<file path="config.mk">
export PLATFORM = sky130hd
export DESIGN_NAME = spi_slave_axis_ingress
export DESIGN_NICKNAME = d
export VERILOG_FILES = /design/src/rtl/spi_slave_axis_ingress.sv
export SDC_FILE = /design/constraint.sdc
export NUM_CORES = 1
export LEC_CHECK = 0
export ABC_CLOCK_PERIOD_IN_PS = 1800
export CORE_MARGIN = 5
export CORE_UTILIZATION = 45
export CTS_CLUSTER_SIZE = 10
export DETAILED_ROUTE_END_ITERATION = 10
export PLACE_DENSITY = 0.7
export SYNTH_ARGS = -nofsm -noshare
export SYNTH_HDL_FRONTEND = slang
export SYNTH_SLANG_ARGS = --single-unit
export TNS_END_PERCENT = 30
</file>
<file path="constraint.sdc">
create_clock -name spi_clk -period 1.8 [get_ports spi_clk]
set_clock_uncertainty 0.2 [all_clocks]
set_input_delay 0.18 -clock spi_clk [delete_from_list [all_inputs] [get_ports spi_clk]]
set_output_delay 0.18 -clock spi_clk [all_outputs]
set_load 0.005 [all_outputs]
</file>
<file path="src/rtl/spi_slave_axis_ingress.sv">
// SPI slave MOSI receive path: samples MOSI on posedge spi_clk, packs bytes and
// presents them on an 8-bit AXI-Stream master with first-byte (tuser) and MTU-end (tlast) markers.
module spi_slave_axis_ingress #(
   parameter int MSB_FIRST       = 1,
   parameter int MOSI_SIZE       = 1,
   parameter int MTU_SIZE        = 16,
   parameter int USE_CHIP_SELECT = 0
) (
   input  logic                 spi_clk,
   input  logic                 resn,
   input  logic                 spi_csn,
   input  logic [MOSI_SIZE-1:0] spi_mosi,
   output logic [7:0]           m_axis_tdata,
   output logic                 m_axis_tvalid,
   input  logic                 m_axis_tready,
   output logic                 m_axis_tuser,
   output logic                 m_axis_tlast,
   output logic                 overflow
);
   localparam int FW = (MTU_SIZE > 1) ? $clog2(MTU_SIZE) : 1;

   if (MOSI_SIZE != 1 && MOSI_SIZE != 2) begin : g_bad_mosi
      $error("spi_slave_axis_ingress: MOSI_SIZE must be 1 or 2");
   end

   logic [7:0]    r_sh;
   logic [2:0]    r_bit_cnt;
   logic [FW-1:0] r_frame_cnt;
   logic          r_first_pending;
   logic [7:0]    r_tdata;
   logic          r_tvalid;
   logic          r_tuser;
   logic          r_tlast;
   logic          r_overflow;

   logic [7:0]    w_shift;
   logic          w_cs_active;
   logic          w_last_bits;
   logic          w_frame_last;
   logic          w_can_load;

   // Shifted value including the bits sampled on this edge.
   if (MSB_FIRST != 0) begin : g_msb
      assign w_shift = {r_sh[7-MOSI_SIZE:0], spi_mosi};
   end else begin : g_lsb
      assign w_shift = {spi_mosi, r_sh[7:MOSI_SIZE]};
   end

   assign w_cs_active  = (USE_CHIP_SELECT == 0) || !spi_csn;
   assign w_last_bits  = (r_bit_cnt == 3'(8 - MOSI_SIZE));
   assign w_frame_last = (r_frame_cnt == FW'(MTU_SIZE - 1));
   assign w_can_load   = !r_tvalid || m_axis_tready;

   always_ff @(posedge spi_clk) begin
      if (!resn) begin
         r_sh            <= '0;
         r_bit_cnt       <= '0;
         r_frame_cnt     <= '0;
         r_first_pending <= 1'b1;
         r_tdata         <= '0;
         r_tvalid        <= 1'b0;
         r_tuser         <= 1'b0;
         r_tlast         <= 1'b0;
         r_overflow      <= 1'b0;
      end else begin
         if (r_tvalid && m_axis_tready)
            r_tvalid <= 1'b0;

         if (!w_cs_active) begin
            r_sh            <= '0;
            r_bit_cnt       <= '0;
            r_frame_cnt     <= '0;
            r_first_pending <= 1'b1;
         end else begin
            r_sh      <= w_shift;
            r_bit_cnt <= r_bit_cnt + 3'(MOSI_SIZE);
            if (w_last_bits) begin
               // A completing byte overrides the acceptance clear above: no bubble.
               if (w_can_load) begin
                  r_tdata  <= w_shift;
                  r_tvalid <= 1'b1;
                  r_tuser  <= r_first_pending;
                  r_tlast  <= w_frame_last;
               end else begin
                  r_overflow <= 1'b1;
               end
               // Dropped bytes still count so framing stays aligned with the host.
               if (w_frame_last) begin
                  r_frame_cnt     <= '0;
                  r_first_pending <= 1'b1;
               end else begin
                  r_frame_cnt     <= r_frame_cnt + FW'(1);
                  r_first_pending <= 1'b0;
               end
            end
         end
      end
   end

   assign m_axis_tdata  = r_tdata;
   assign m_axis_tvalid = r_tvalid;
   assign m_axis_tuser  = r_tuser;
   assign m_axis_tlast  = r_tlast;
   assign overflow      = r_overflow;
endmodule

</file>
### After elaboration in Yosys (flattened, before gate mapping)

Index checks and enable logic that the tools add are counted.
W data, S select, Z words.

* add/sub/neg operators: 2
* equality and inequality tests: 2
* muxes and demuxes: 5
* bitwise logic cells: 1
* reductions and logical operators: 5

Operator list (count)
* $add A4 B1 Y4 const B: 1
* $eq A4 B4 Y1 const B: 1
* $mux W1: 4
* $mux W4: 1
* $reduce_and A2 Y1: 2
* $add A3 B1 Y3 const B: 1
* $eq A3 B3 Y1 const B: 1
* $logic_and A1 B1 Y1: 1
* $logic_not A1 Y1: 1
* $logic_or A1 B1 Y1: 1
* $not A1 Y1: 1

* register bits: 27
* bits of input ports: 5
* output and inout port bits: 12
* word-level logic and storage cells: 24

### Longest topological paths before layout

Gate-level depths: netlist of run 1.

* depth in word-level cells: 4
* depth in mapped cells: 7
* depth with buffers taken out: 5

### Worst setup path before layout of run 1

Ideal clock, no wire load.

* path type: register -> register
* from: register r_bit_cnt[0]
* to: register r_frame_cnt[0]
* library setup time: 0.115 ns
* arrival time: 1.135 ns
* required time: 1.485 ns
* setup slack: 0.350 ns
* stages on the path, launching flop included: 7
* buffers on the path: 2
* period minus slack after synthesis: 1.450 ns
* cells stage by stage: dfxtp_1 > ha_1 > ha_1 > buf_4 > buf_4 > xnor2_1 > nor2_1

* cells in the longest elaborated chain, start to end: 1

RTL lines
* start: declaration: line 27 `logic [2:0] r_bit_cnt;`
* start signal: assignment: line 76 `r_bit_cnt <= r_bit_cnt + 3'(MOSI_SIZE);`
* $eq A3 B3 Y1: line 50 `assign w_last_bits = (r_bit_cnt == 3'(8 - MOSI_SIZE));`
* end signal: assignment: line 92 `r_frame_cnt <= r_frame_cnt + FW'(1);`
* end: declaration: line 28 `logic [FW-1:0] r_frame_cnt;`

Every way passes these cells.
A chain may end at the register's enable or synchronous reset.

### Worst setup path after layout of run 1

* from: register r_tvalid, in the netlist m_axis_tvalid
* to: output port m_axis_tvalid

RTL lines
* start: declaration: line 31 `logic r_tvalid;`
* start signal: assignment: line 61 `r_tvalid <= 1'b0;`
* start signal: assignment: line 67 `r_tvalid <= 1'b0;`
* start signal: assignment: line 81 `r_tvalid <= 1'b1;`
* end: declaration: line 14 `output logic m_axis_tvalid,`

No word-level cell between the ends.

==> results.md, run 1 <==
* Clk Latency, worst-skew pair at slightly above 0.3 ns
* WL final at 1660 um
* DP Area at about 1200 um^2
* Std-Cell Rows at 17
* Crit path from: m_axis_tvalid$_SDFF_PN0_
* Commonest non-fill, non-tap cell in the layout: dfxtp_1
* Cells after Synth at 96
* Die ar. at between 3000 and 4000 um^2
* Die Wd at approximately 57 um
* Drt wl/cell at around 12 um
* PnR Total Power at 894 uW
* Hold WC Path Type: reg -> reg
* CTS tree: built
* CP max stage cell: clkdlybuf4s50_1
* Gr ovfl total at 0
* Clock slew at reported path FFs at 0.13 ns
* Area Growth Syn to Fin at 20.9%
* Hpwl dp at approximately 1200 um
* Worst slew margin at about four fifths
* Initial antenna violation count at 0
* Register area share after synthesis at ~55%
* Worst-margin pin slew at ~0.3 ns
* Buf+Inv Stages, Crit Path at 1
* Final Hold Vio Count at 0
* Yosys Warn Count at 0
* Crit path kind: reg -> out
* ANT nets after route at 0
* Slowest stage delay, CP at roughly 0.50 ns
* Outcome: finished, final reports clean
* GPL Wtd Cong at a little under 0.7
* Fin area at between 1000 and 1500 um^2
* Largest net degree at the start of global routing at 20
* Pwr/cell area at ~750 nW/um^2
* Synthesized area per cell at between 10 and 15 um^2
* Number of global-route vias before repair at ~640
* Via count at 695
* Final core occ at between 50% and 60%
* PortBufs at 15
* Max clock buf depth at 2
* Final setup viols at 0
* Req. time, crit path at about 1.4 ns
* Mapped cell area at around 1000 um^2
* Max-cap viol count at 0
* Yosys reg bits at 27
* Critical-path cell list: clkdlybuf4s50_1
* Static Leak at 0.435 nW
* Min Tclk post-route at roughly 1.6 ns
* Hold Startpoint: r_bit_cnt[0]$_SDFF_PN0_
* Worst vdd ir at 0.000709 V
* H-Tree Depth at 1
* Die Y at ~57 um
* Post-synthesis net count at between 100 and 150
* Fill cells at around 200
* Library cells used by synthesis at 24
* Root Driver: clkbuf_4
* Global-route wire length before repair at roughly 2800 um
* Initial Utilization at a little under half
* Diodes inserted at 0
* TNS Setup at 0 ns
* Crit path DAT at about 1.2 ns
* Commonest cells after routing, fill and taps aside: dfxtp_1, clkdlybuf4s50_1, and2_1, a21boi_1
* Vias per cell at 4.96
* Final #Nets at between 100 and 150
* Core ar. at about 2100 um^2
* Pre-Repair DR Iteration Count at 4
* Share of layout cells above drive strength 1 at under 10%
* Peak Freq at 639 MHz
* GRT Resource Usage Total at between 10% and 20%
* Slew Limit Fails at 0
* Clock sinks at 27
* Drt drc at 0
* RSZ-0062 raised after global routing: false
* Tcrit/Tclk final at 86.9%
* Crit path max fanout at 3
* CP Capture Type: output port
* Io pins at 17
* R2R Path Start: r_bit_cnt[0]$_SDFF_PN0_
* CTS buffer count at 3
* Iter 0 DRT Violations at 7
* Worst Setup Start Kind: flip-flop
* Post CTS Setup Buffer Count at 0
* Delay-heaviest family, CP: buffers and inverters
metrics by stage:
| step | worst slack, ns | hold slack [ns] | cells |
|---|---|---|---|
| after floorplan | 0.350 | 0.102 | 96 |
| after global placement | 0.156 | 0.208 | 136 |
| after detailed placement | 0.128 | 0.222 | 136 |
| after CTS | 0.108 | 0.241 | 140 |
| after global routing | 0.150 | 0.273 | 140 |
| final | 0.236 | 0.233 | 140 |
per-layer routing:
layer / part of all wire (%) / GRT usage (%) / vias up / wire, um
li1: - / - / 358 / -
met1: 46 / 13.4 / 324 / 770
met2: 48 / 17.3 / 11 / 798
met3: 4.7 / 4.83 / 2 / 78
met4: 0.84 / 3.97 / 0 / 14
met5: 0 / 0 / - / 0
flip-flops by register name, summed over array words and instances (netlist names):
name,count
r_bit_cnt,3
r_frame_cnt,4
m_axis_tdata,8
overflow,1
r_first_pending,1
r_sh,7
m_axis_tlast,1
m_axis_tvalid,1
m_axis_tuser,1
power by group:
| part | internal (mW) | switching (mW) |
|---|---|---|
| logic | 0.0219 | 0.0149 |
| registers | 0.607 | 0.00396 |
| clock network | 0.0867 | 0.159 |
cells in the mapped netlist:
| library cell | instances | area share (%) |
|---|---|---|
| nor2_1 | 3 | 1.1 |
| nor2b_1 | 3 | 1.9 |
| buf_4 | 4 | 3.0 |
| buf_2 | 1 | 0.51 |
| mux2i_1 | 1 | 1.0 |
| xnor2_1 | 2 | 1.8 |
| nand4_1 | 2 | 1.3 |
| ha_1 | 3 | 3.8 |
| dfxtp_1 | 27 | 55 |
| xor2_1 | 1 | 0.89 |
| o21ai_1 | 9 | 4.6 |
| and2_1 | 10 | 6.3 |
| buf_6 | 1 | 1.1 |
| inv_2 | 1 | 0.38 |
| a21boi_0 | 1 | 0.76 |
| o21a_1 | 1 | 0.76 |
| a21oi_1 | 1 | 0.51 |
| a21boi_1 | 10 | 7.6 |
| nor2b_2 | 1 | 0.89 |
| a21o_1 | 1 | 0.76 |
| nand3_1 | 9 | 4.6 |
| clkbuf_1 | 1 | 0.38 |
| nand2b_1 | 1 | 0.63 |
| nand2_1 | 2 | 0.76 |
logic make-up after synthesis:
group | share of synthesized area [%]
xor gates and xnor gates | 2.66
AOI/OAI and AO/OA | 14.9
adders and majority gates | 3.80
muxes | 1.01
DFF | 54.7
buffers and inverters | 5.44
and+or+nand+nor | 17.5
timing repair:
action                                  4_1_cts  5_1_grt
gates resized for setup                       0        1
hold buffers                                  0        0
endpoints found under the setup margin        0        9
area by class of cell:
type | count | area, um^2 | area share (%)
clock buffers | 4 | 26.3 | 2.20
inverters | 1 | 3.75 | 0.314
multi-input cells | 61 | 397 | 33.2
flip-flops and latches | 27 | 541 | 45.2
well taps | 28 | 35.0 | 2.93
repair buffers | 19 | 193 | 16.1
final timing paths:
kind              slack (ns)                            to  cells after the start
hold reg to reg         0.23       r_bit_cnt[0]$_SDFF_PN0_                      1
setup / recovery        0.24                 m_axis_tvalid                      1
setup reg to reg        0.29  m_axis_tdata[2]$_SDFFE_PN0P_                      5
hold / removal          0.23       r_bit_cnt[0]$_SDFF_PN0_                      1
(Power assumes the default switching activity.)
==> run 2, diff against run 1 <==
CTS_BUF_LIST = sky130_fd_sc_hd__clkbuf_8   (was unset)
PLACE_DENSITY = 0.67   (was 0.7)
==> results.md, run 2 (synthesis results as in run 1) <==
* RSZ-0062 raised after global routing: false
* TNS Setup at 0 ns
* Number of global-route vias before repair at between 600 and 700
* GRT Resource Usage Total at between 10% and 20%
* Commonest cells after routing, fill and taps aside: dfxtp_1, clkdlybuf4s50_1, and2_1, a21boi_1
* CP Capture Type: flip-flop
* Final #Nets at between 100 and 150
* Met3 routed WL at 111 um
* Worst Setup Start Kind: flip-flop
* Worst-margin pin slew at about 0.31 ns
* Buf+Inv Stages, Crit Path at 1
* Clock slew at reported path FFs at about 0.090 ns
* Slew Limit Fails at 0
* Crit path max fanout at 12
* Final setup viols at 0
* Post CTS Setup Buffer Count at 0
* Root Driver: clkbuf_8
* Outcome: finished, final reports clean
* Die ar. at around 3200 um^2
* Clock sinks at 27
* Slowest stage delay, CP at about 0.35 ns
* Hpwl dp at 1130 um
* Final Hold Vio Count at 0
* Req. time, crit path at 1.77 ns
* Fin area at roughly 1200 um^2
* Largest net degree at the start of global routing at 19
* M1 wire length at approximately 800 um
* Critical-path cell list: ha_1, ha_2, inv_2, o21ai_1, a21boi_1
* Initial antenna violation count at 0
* Top sig layer: met4
* Crit path kind: reg -> reg
* Final core occ at around 57%
* Hold WC Path Type: reg -> reg
* Vias per cell at between 4 and 5
* Tcrit/Tclk final at a little under nine tenths
* DP Area at around 1200 um^2
* Diodes inserted at 0
* Power Internal at approximately 790 uW
* Post-cts repair resize count at 0
* Metal2 WL at ~700 um
* Max reg flops at 8
* Drt drc at 0
* Hold_buf cts at 0
* H-Tree Depth at 1
* Std-Cell Rows at 17
* ANT nets after route at 0
* Worst vdd ir at approximately 0.00074 V
* Gr ovfl total at 0
* Share of layout cells above drive strength 1 at under 10%
* Delay-heaviest family, CP: adder cells
* Crit path DAT at 1.50 ns
* Clk pwr share at 35.0%
* CP max stage cell: dfxtp_1
* Clk Latency, worst-skew pair at between 0.2 and 0.3 ns
* WL final at between 1500 and 2000 um
* Drt wl/cell at 11.8 um
* Global-route wire length before repair at a little over 3000 um
* P_sw at around 210 uW
* Sequential share of power at around 60%
* Static Leak at around 0.44 nW
* Max clock buf depth at 2
* Io pins at 17
* Initial Utilization at between 40% and 50%
* Via count at about 670
* PortBufs at 15
* Die Wd at 56.9 um
* Logic pwr share at under 10%
* Fill cells at between 150 and 200
* Max-cap viol count at 0
* Pre-Repair DR Iteration Count at 5
* GPL Wtd Cong at between 0.6 and 0.7
* CTS tree: built
* Worst slew margin at 79.3%
* Commonest non-fill, non-tap cell in the layout: dfxtp_1
* Pwr/cell area at 817 nW/um^2
* CTS buffer count at 3
* Die Y at around 57 um
* Sw frac at 21.1%
* Core ar. at approximately 2100 um^2
* Iter 0 DRT Violations at 11
* Area Growth Syn to Fin at 23.2%
* Min Tclk post-route at approximately 1.5 ns
* Peak Freq at about 650 MHz
-- run 2: worst paths after layout --
check | start | slack (ns) | endpoint | cells after the start
setup reg to reg | r_bit_cnt[0]$_SDFF_PN0_ | 0.27 | m_axis_tdata[1]$_SDFFE_PN0P_ | 5
hold / removal | r_bit_cnt[0]$_SDFF_PN0_ | 0.23 | r_bit_cnt[0]$_SDFF_PN0_ | 1
hold reg to reg | r_bit_cnt[0]$_SDFF_PN0_ | 0.23 | r_bit_cnt[0]$_SDFF_PN0_ | 1
setup / recovery | r_bit_cnt[0]$_SDFF_PN0_ | 0.27 | m_axis_tdata[1]$_SDFFE_PN0P_ | 5
-- run 2: per-layer routing --
metal	global-route usage [%]	up-vias
met5	0	-
met4	3.97	0
met3	5.52	2
met2	18.0	12
met1	16.0	304
li1	-	355
-- run 2: area by class of cell --
type | count | area (um^2) | area share, %
timing repair buffer | 19 | 193 | 15.8
sequential | 27 | 541 | 44.4
clock buffer | 3 | 41.3 | 3.39
tap | 28 | 35.0 | 2.88
clock inverter | 1 | 7.51 | 0.617
inverter | 1 | 3.75 | 0.308
multi-input combinational | 61 | 397 | 32.6
-- run 2: through the flow --
stage | hold slack [ns] | setup slack, ns | power (mW) | cells
3_5_place_dp | 0.224 | 0.116 | 0.661 | 136
2_1_floorplan | 0.102 | 0.350 | 0.644 | 96
5_1_grt | 0.275 | 0.144 | 1.04 | 140
6_report | 0.231 | 0.269 | 0.995 | 140
4_1_cts | 0.238 | 0.0936 | 1.01 | 140
3_3_place_gp | 0.207 | 0.157 | 0.661 | 136
-- run 2: worst register-to-register path: cells and delay by family, from the launching register on --
| kind | cells | cell delay, ns |
|---|---|---|
| AOI/OAI and AO/OA | 2 | 0.24 |
| adders and majority gates | 2 | 0.48 |
| buffers and inverters | 1 | 0.16 |
| DFF | 1 | 0.35 |
-- run 2: power groups by stage --
stage / clock (mW) / sequential (mW) / combinational [mW]
2_1_floorplan: 0 / 0.624 / 0.0198
3_3_place_gp: 0 / 0.624 / 0.0365
3_5_place_dp: 0 / 0.625 / 0.0367
4_1_cts: 0.359 / 0.611 / 0.0370
5_1_grt: 0.388 / 0.613 / 0.0414
6_report: 0.348 / 0.611 / 0.0366
==> run 3, diff against run 2 <==
--- a/config.mk
+++ b/config.mk
@@ -9,3 +9,3 @@
 export CORE_MARGIN = 5
-export CORE_UTILIZATION = 45
+export CORE_UTILIZATION = 29
 export CTS_BUF_LIST = sky130_fd_sc_hd__clkbuf_8
@@ -13,3 +13,4 @@
 export DETAILED_ROUTE_END_ITERATION = 10
-export PLACE_DENSITY = 0.67
+export HOLD_SLACK_MARGIN = 0.12
+export PLACE_DENSITY = 0.46
 export SYNTH_ARGS = -nofsm -noshare
==> constraint.sdc (replaced) <==
create_clock -name spi_clk -period 1.8 [get_ports spi_clk]
set_clock_uncertainty 0.2 [all_clocks]
set_input_delay 0.36 -clock spi_clk [delete_from_list [all_inputs] [get_ports spi_clk]]
set_output_delay 0.36 -clock spi_clk [all_outputs]
set_load 0.005 [all_outputs]
==> results.md, run 3 (synthesis results as in run 1) <==
* Via count at approximately 670
* Number of global-route vias before repair at 701
* Gr busiest metal: met2
* Worst slew margin at 77.4%
* PortBufs at 15
* Initial antenna violation count at 0
* H-Tree Depth at 1
* Drt drc at 0
* P_sw at between 150 and 200 uW
* Clock sinks at 27
* Met1 Usage GRT at a little over a tenth
* Commonest non-fill, non-tap cell in the layout: dfxtp_1
* CTS tree: built
* Met3 usage at approximately 3.6%
* Tcrit/Tclk final at 93.4%
* Clock slew at reported path FFs at 0.09 ns
* Hpwl dp at about 1200 um
* Hold Startpoint: r_bit_cnt[0]$_SDFF_PN0_
* Met2 Track Usage GR at between 10% and 20%
* Final setup viols at 0
* Io pins at 17
* Worst hold margin at about 0.23 ns
* Drt wl/cell at 11.3 um
* RSZ-0062 raised after global routing: false
* Die Y at 68.4 um
* Area Growth Syn to Fin at 26.1%
* Die ar. at around 4700 um^2
* Power Internal at between 700 and 800 uW
* Req. time, crit path at approximately 1.2 ns
* Share of layout cells above drive strength 1 at under 10%
* Gr ovfl total at 0
* CP max stage cell: clkdlybuf4s50_1
* Global-route wire length before repair at 3180 um
* Post CTS Setup Buffer Count at 0
* Final #Nets at between 100 and 150
* Critical-path cell list: clkdlybuf4s50_1
* R2R Path Start: r_bit_cnt[0]$_SDFF_PN0_
* Clk Latency, worst-skew pair at 0.26 ns
* Largest net degree at the start of global routing at 23
* Max-cap viol count at 0
* Peak Freq at about 590 MHz
* CP Capture Type: output port
* PnR Total Power at around 980 uW
* WL final at around 1800 um
* Delay-heaviest family, CP: buffers and inverters
* Worst slack at placement at about 0.15 ns
* Crit path max fanout at 3
* Slowest stage delay, CP at 0.51 ns
* Worst Setup Start Kind: flip-flop
* Clk pwr share at between 30% and 40%
* Core ar. at around 3300 um^2
* Crit path kind: reg -> out
* Std-Cell Rows at 21
* Min Tclk post-route at between 1.5 and 2 ns
* Pwr/cell area at a little under 800 nW/um^2
* Die Wd at a little under 70 um
* Final Hold Vio Count at 0
* Buf+Inv Stages, Crit Path at 1
* Sequential share of power at between 60 and 70%
* Initial Utilization at 29.9%
* Worst-margin pin slew at around 0.34 ns
* Max reg flops at 8
* Sw frac at between 20 and 25%
* Root Driver: clkbuf_8
* GPL Wtd Cong at around 0.64
* Hold_buf cts at 0
* Crit path DAT at about 1.1 ns
* Post-cts repair resize count at 0
* Outcome: finished, final reports clean
* CTS buffer count at 3
* Hold WC Path Type: reg -> reg
* Slew Limit Fails at 0
* Commonest cells after routing, fill and taps aside: dfxtp_1, clkdlybuf4s50_1, and2_1, a21boi_1
* GRT Resource Usage Total at a little under a tenth
* TNS Setup at 0 ns
* Iter 0 DRT Violations at 30
* Static Leak at between 0.4 and 0.5 nW
* Crit path from: m_axis_tvalid$_SDFF_PN0_
* Pre-Repair DR Iteration Count at 4
* Vias per cell at approximately 4.2
* Setup WS post-layout at roughly 0.12 ns
* Diodes inserted at 0
* Worst vdd ir at about 0.00037 V
* Logic pwr share at around 3.8%
* ANT nets after route at 0
* Max clock buf depth at 2
run 3: power by group through the flow:
stage | registers [mW] | clock network, mW | logic, mW
after floorplan | 0.624 | 0 | 0.0198
final | 0.611 | 0.329 | 0.0367
after CTS | 0.611 | 0.348 | 0.0378
after detailed placement | 0.625 | 0 | 0.0376
after global placement | 0.625 | 0 | 0.0374
after global routing | 0.613 | 0.368 | 0.0410
run 3: area by class of cell:
cell class / instances / area (um^2)
Fill cell: 352 / 2060
Sequential cell: 27 / 541
Multi-Input combinational cell: 61 / 394
Timing Repair Buffer: 19 / 205
Tap cell: 46 / 57.6
Clock buffer: 3 / 41.3
Clock inverter: 1 / 3.75
Inverter: 1 / 3.75
run 3: path summary, 6_finish.rpt:
check	endpoint	slack (ns)	depth (start not counted)
worst max-delay path	m_axis_tvalid	0.12	1
worst min-delay path	r_bit_cnt[0]$_SDFF_PN0_	0.23	1
worst min register to register	r_bit_cnt[0]$_SDFF_PN0_	0.23	1
worst max register to register	r_frame_cnt[0]$_SDFFE_PN0N_	0.23	5
run 3: metal layers:
layer	part of all wire (%)	vias to the layer above
met3	5.0	2
met5	0	-
li1	-	354
met2	42	11
met1	52	302
met4	0.90	0
run 3: stage by stage:
step                instance area [um^2]  util (%)  instances
floorplan                            988         -         96
global placement                    1200      36.3        154
detailed placement                  1200      36.3        154
CTS                                 1250      37.6        158
global route                        1250      37.6        158
finish                              1250      37.6        158
